File: src/rtl/sum_stage.sv
// sum_stage: per-row signed saturating psum accumulator between the
// multiply stage and the psum/output stage, with a one-deep result slot.
module sum_stage #(
  parameter int PEROW   = 4,
  parameter int ASUMDWD = 12,
  parameter int PSUMDWD = 16,
  parameter int PPCTLWD = 4,
  parameter int CNTWD   = 8
) (
  input  logic                       i_clk,
  input  logic                       i_rst,
  input  logic                       MS_rdy,
  output logic                       MS_ack,
  input  logic                       i_first,
  input  logic                       i_last,
  input  logic                       i_add_psum,
  input  logic [PPCTLWD-1:0]         i_ppctl,
  input  logic [PEROW*PSUMDWD-1:0]   i_psum,
  input  logic [PEROW*ASUMDWD-1:0]   i_sum,
  output logic                       SS_rdy,
  input  logic                       SS_ack,
  output logic [PEROW*PSUMDWD-1:0]   o_psum,
  output logic [PEROW-1:0]           o_sat,
  output logic [PPCTLWD-1:0]         o_ppctl,
  output logic [CNTWD-1:0]           o_beats
);

  localparam int TW = PSUMDWD + 2;

  localparam logic signed [TW-1:0] MAXV =
    {{3{1'b0}}, {(PSUMDWD-1){1'b1}}};
  localparam logic signed [TW-1:0] MINV =
    {{3{1'b1}}, {(PSUMDWD-1){1'b0}}};

  logic [PEROW*PSUMDWD-1:0] acc_q;
  logic [PEROW*PSUMDWD-1:0] acc_d;
  logic [PEROW-1:0]         sat_q;
  logic [PEROW-1:0]         sat_d;
  logic [CNTWD-1:0]         cnt_q;
  logic [CNTWD-1:0]         cnt_d;
  logic                     free;
  logic                     accept;
  logic                     load;

  // Only a closing beat needs the output slot; others go straight to acc.
  assign free   = !SS_rdy || SS_ack;
  assign MS_ack = MS_rdy && !i_rst && (!i_last || free);
  assign accept = MS_ack;
  assign load   = accept && i_last;

  for (genvar r = 0; r < PEROW; r++) begin : g_row
    logic [PSUMDWD-1:0]     acc_r;
    logic [PSUMDWD-1:0]     psum_r;
    logic [ASUMDWD-1:0]     sum_r;
    logic signed [TW-1:0]   base;
    logic signed [TW-1:0]   sx;
    logic signed [TW-1:0]   px;
    logic signed [TW-1:0]   t;
    logic                   hi;
    logic                   lo;
    logic [PSUMDWD-1:0]     res;

    assign acc_r  = acc_q[r*PSUMDWD +: PSUMDWD];
    assign psum_r = i_psum[r*PSUMDWD +: PSUMDWD];
    assign sum_r  = i_sum[r*ASUMDWD +: ASUMDWD];

    assign base = i_first ? '0
                : {{2{acc_r[PSUMDWD-1]}}, acc_r};
    assign sx   = {{(TW-ASUMDWD){sum_r[ASUMDWD-1]}}, sum_r};
    assign px   = i_add_psum
                ? {{2{psum_r[PSUMDWD-1]}}, psum_r}
                : '0;
    assign t    = base + sx + px;

    assign hi  = t > MAXV;
    assign lo  = t < MINV;
    assign res = hi ? MAXV[PSUMDWD-1:0]
               : lo ? MINV[PSUMDWD-1:0]
               : t[PSUMDWD-1:0];

    assign acc_d[r*PSUMDWD +: PSUMDWD] = res;
    assign sat_d[r] = (!i_first && sat_q[r]) || hi || lo;
  end

  assign cnt_d = i_first ? CNTWD'(1)
               : (&cnt_q) ? cnt_q
               : cnt_q + 1'b1;

  always_ff @(posedge i_clk) begin
    if (i_rst) begin
      acc_q   <= '0;
      sat_q   <= '0;
      cnt_q   <= '0;
      SS_rdy  <= 1'b0;
      o_psum  <= '0;
      o_sat   <= '0;
      o_ppctl <= '0;
      o_beats <= '0;
    end else begin
      if (accept) begin
        acc_q <= acc_d;
        sat_q <= sat_d;
        cnt_q <= cnt_d;
      end
      if (load) begin
        SS_rdy  <= 1'b1;
        o_psum  <= acc_d;
        o_sat   <= sat_d;
        o_ppctl <= i_ppctl;
        o_beats <= cnt_d;
      end else if (SS_ack) begin
        SS_rdy <= 1'b0;
      end
    end
  end

endmodule
File: config.mk
export PLATFORM = sky130hd
export DESIGN_NAME = sum_stage
export DESIGN_NICKNAME = d
export VERILOG_FILES = /design/src/rtl/sum_stage.sv
export SDC_FILE = /design/constraint.sdc
export NUM_CORES = 1
export LEC_CHECK = 0
export CAP_MARGIN = 20
export CELL_PAD_IN_SITES_DETAIL_PLACEMENT = 1
export CELL_PAD_IN_SITES_GLOBAL_PLACEMENT = 1
export CORE_MARGIN = 2
export CORE_UTILIZATION = 50
export CTS_BUF_LIST = sky130_fd_sc_hd__clkbuf_4
export CTS_CLUSTER_SIZE = 20
export DETAILED_ROUTE_END_ITERATION = 8
export DONT_BUFFER_PORTS = 1
export PLACE_DENSITY_LB_ADDON = 0.1
export SLEW_MARGIN = 0
export SYNTH_ARGS = -nofsm -noshare
export SYNTH_HDL_FRONTEND = slang
export SYNTH_SLANG_ARGS = --single-unit
File: constraint.sdc
create_clock -name i_clk -period 11.7 [get_ports i_clk]
set_input_delay 1.17 -clock i_clk [delete_from_list [all_inputs] [get_ports i_clk]]
set_output_delay 1.17 -clock i_clk [all_outputs]
set_load 0.005 [all_outputs]
Word-level counts from Yosys, hierarchy flattened:

Cells that the tools add are included.

* mux-type cells: 20
* reductions and logical operators: 23
* equal/unequal tests: 0
* div/mod/pow operators: 0
* shift-type cells: 0
* $mul: 0
* $add $sub $neg: 9
* $lt $le $gt $ge: 8
* bitwise gates (word level): 0

Operators by type and width (count)
* two-way mux 18 bit: 8
* two-way mux 16 bit: 8
* adder 18 x 12 -> 18 bit: 4
* adder 18 bit: 4
* > comparator 18 x 16 -> 1 bit, second input constant: 4
* less-than comparator 18 x 16 -> 1 bit, second input constant: 4
* two-way mux 8 bit: 2
* logical OR 1 bit: 10
* adder 8 x 1 -> 8 bit, second input constant: 1
* AND reduction 8 bit: 1
* logical AND 1 bit: 7
* logical NOT 1 bit: 4
* two-way mux 1 bit: 2
* nonzero test 2 bit: 1

* bits in writable memories: 0
* output and inout port bits: 82
* latch bits: 0
* memory bits (read-only): 0
* bits of input ports: 123
* bits in registers: 157
* word-level logic and storage cells: 68
* memories: 0

Longest topological paths before layout:

* word-level depth: 6
* depth in mapped cells: 18
* gate-level depth less buffers: 14

Worst setup path after synthesis:

No wires, ideal clock.

* kind: input-to-reg
* start: in i_first
* end: reg acc_q[20]
* required time: 11566 ps
* buffers on the path: 3
* data arrival time: 4826 ps
* cell stages on the path: 17
* library setup time: 134 ps
* setup slack: 6740 ps
* cell sequence: clkbuf_1 -> inv_1 -> clkbuf_1 -> nand2_1 -> fa_1 -> inv_1 -> ha_1 -> fa_1 -> a21o_1 -> a311o_1 -> a41oi_1 -> and4bb_2 -> nor3b_2 -> o21a_1 -> nor2_1 -> buf_2 -> a211oi_1

* longest elaborated chain between the ends: 6
* elaborated cells on any way between the ends: 7
* classes of those cells: add/sub: 2; order compare: 2; mux: 3

RTL lines
* from (decl): line 14 `input logic i_first,`
* two-way mux 18 bit *: line 67 `assign base = i_first ? '0`
* adder 18 x 12 -> 18 bit *: line 73 `assign t = base + sx + px;`
* adder 18 bit *: line 73
* less-than comparator 18 x 16 -> 1 bit: line 76 `assign lo = t < MINV;`
* two-way mux 16 bit: line 78 `: lo ? MINV[PSUMDWD-1:0]`
* two-way mux 16 bit *: line 77 `assign res = hi ? MAXV[PSUMDWD-1:0]`
* to (signal assigned): line 91 `acc_q <= '0;`
* to (signal assigned): line 101 `acc_q <= acc_d;`
* to (decl): line 35 `logic [PEROW*PSUMDWD-1:0] acc_q;`

Mark *: on every way between the ends. The rest lies on a longest branch, timed or not.
A chain may end at the register's enable or synchronous reset.

Worst setup path in the final report:

* start: in i_first
* end: reg acc_q[45]

Same word-level chain as after synthesis.

==> qor.yml <==
outcome: "completed"
met3_usage_pct: 6.98
ys_warn_count: 0
muxShareOfSynthArea_pct: 0.475
dieArea_sq_mm: 0.0239
port_buffers: 0
path_max_fanout: 64
stdcell_count: 1567
ys.flop_type: "dfxtp_1"
die-height_um: 155
grt_usage_pct: 26.7
placedCellCount: 1533
cap_violations: 0
yosysMostFrequentCell: "dfxtp_1"
fmax_ghz: 0.192
ant_nets: 0
cts_tree: "done"
p_leak_nw: 4.91
synth_area_sq_mm: 0.0113
synth-compound-area-share_pct: 24.0
floorplan.rows: 55
busiest_layer: "met2"
syn_inst: 1318
start_util_pct: 50.5
cts_buffers: 17
rsz0062_at_grt: "false"
place_area_sq_mm: 0.0114
dr.first_iter.drc_count: 347
firstDrtPassIters: 5
synth_common_cells: "dfxtp_1, nand2_1, a21oi_1"
cts_setup_buffers: 0
synth_edf_count: 0
synth_nets: 1574
period_minus_slack_ns: 5.20
wl_per_cell_um: 20.1
grt-ovfl-total: 0
grt_pass1_wl_um: 51300
core_area_sq_mm: 0.0224
finalSetupTns_ns: 0
avgSynthCellArea_sq_um: 8.60
synth_top_family_by_area: "compound AO/OA/AOI/OAI gates"
relSlewSlack_pct: 40.4
clk_latency_ns: 0.57
synth.area.top_cells: "dfxtp_1, fa_1, ha_1"
area_growth_pct: 3.57
vias: 9355
routed_wl_um: 31500
layout.nets: 1524
yosys.area_share.adder_pct: 19.2
synth_area_leader_cell: "dfxtp_1"
clk_path_buf_depth: 2
via_per_inst: 5.97
ys_types: 77
finalInstanceArea_sq_mm: 0.0117
use_met2_pct: 46.2
cts.clk_slew.worst_paths_ns: 0.13
crit_required_ns: 12.21
route.detailed.drc: 0
synth_xor_area_share_pct: 4.33
yosysTopAreaCellShare_pct: 27.7
pwr_density_cell_mw_per_mm2: 175
drive_above_1_share_pct: 8.35
grt_max_degree: 65
finalSetupViolations: 0
hold_violations: 0
finalCritPeriodShare_pct: 44.5
cts_max_level: 4
grt_pass1_vias: 9795
cts_num_sinks: 157
cp.arrival_ns: 5.71
finalMaxSlewViolations: 0
clockRootBuffer: "clkbuf_4"
end_kind: "flip-flop"
async_flop_share_pct: 0
met1_usage_pct: 33.0
die_w_um: 155
crit_path_start_kind: "primary input"
ys_seq_area_share_pct: 27.7
ys_ff_latch: 157
synthSimpleGateAreaFrac_pct: 20.0
worstHoldPathType: "reg2reg"
worstMarginPinSlew_ns: 0.894
vdd_drop_max_uv: 68.4
antenna_found_initial: 1
crit_type: "in2reg"
cts_hold_buffers: 0
ioPinCount: 205
postCtsResizedCells: 0
fin_worst_skew_ns: 0.0295
routabilityCongestion: 0.864
place_hpwl_um: 23500
## where the power goes
part           total (mW)  internal, mW  switching, mW
registers           0.707         0.634         0.0724
logic               0.982         0.390          0.592
clock network       0.359         0.157          0.203
total                2.05          1.18          0.867
## worst max-delay path, cell delays in order
cell,delay (ns)
inv_1,0.48
nand2_1,0.19
fa_1,0.53
inv_1,0.04
ha_1,0.22
fa_1,0.44
a211oi_1,0.34
o21ai_1,0.20
nand3_1,0.12
a31oi_1,0.10
xnor2_1,0.19
a21boi_1,0.66
nand2b_1,0.68
o221a_2,0.32
## final timing paths
kind | to | from | depth (start not counted) | slack, ns
worst min register to register | acc_q[4] | acc_q[4] | 2 | 0.46
worst min-delay path | acc_q[4] | acc_q[4] | 2 | 0.46
worst max-delay path | acc_q[45] | i_first | 14 | 6.50
worst max register to register | acc_q[45] | acc_q[33] | 13 | 7.36
## logic make-up after synthesis
kind of cell	after synthesis
DFF	157
xor gates and xnor gates	56
AOI/OAI and AO/OA	394
buffers and inverters	113
adders and majority gates	133
and+or+nand+nor	460
muxes	5
## sequential cells by signal (all words and copies together), names as in the netlist
register,flops
SS_rdy,1
acc_q,64
cnt_q,8
o_beats,8
o_ppctl,4
o_psum,64
o_sat,4
sat_q,4
## stage by stage
step | power, mW | worst slack, ns | util, % | hold WS (ns)
after floorplan | 1.47 | 6.74 | - | 0.417
after global placement | 1.66 | 6.12 | 50.8 | 0.427
after detailed placement | 1.70 | 5.93 | 50.9 | 0.439
after CTS | 2.06 | 6.57 | 52.2 | 0.468
after global routing | 2.21 | 6.16 | 52.3 | 0.483
final | 2.05 | 6.50 | 52.3 | 0.464
## routing by layer
layer	vias to the layer above	wire, um
met3	34	1930
met4	0	536
met5	-	0
met2	206	15300
met1	4558	13700
li1	4557	-
## final cells by class
class,instances,area [sq um]
fillers,2656,10700
multi-input cells,1048,7710
flip-flops and latches,157,3140
well taps,285,357
clock buffers,21,158
clock inverters,11,143
inverters,35,131
repair buffers,9,83.8
diodes,1,2.50
## cell usage in the layout, fill, tap and decap left out, types with 4 or more instances in the layout
cell        count
and2_1         63
nand4_1         8
a32o_1          4
fa_1           68
dfxtp_1       157
clkbuf_4       21
a211oi_1       31
nand3_1        35
nand2b_1        8
a31oi_1        13
o21ai_0        65
a21oi_1       127
a31o_2          4
ha_1           65
a22oi_1        13
nor2_1         83
xor2_1         27
xnor2_1        29
nor3_1         29
clkinvlp_4      4
and3_1         11
a211oi_2       10
a22oi_2        16
o21a_1         10
o21ai_1         4
nor2b_1        59
o221a_2        15
nand2_1       140
o21bai_1        4
o211ai_1        6
a21o_1         35
buf_4           7
inv_1          34
No activity file was read; power rests on OpenSTA's default activity.
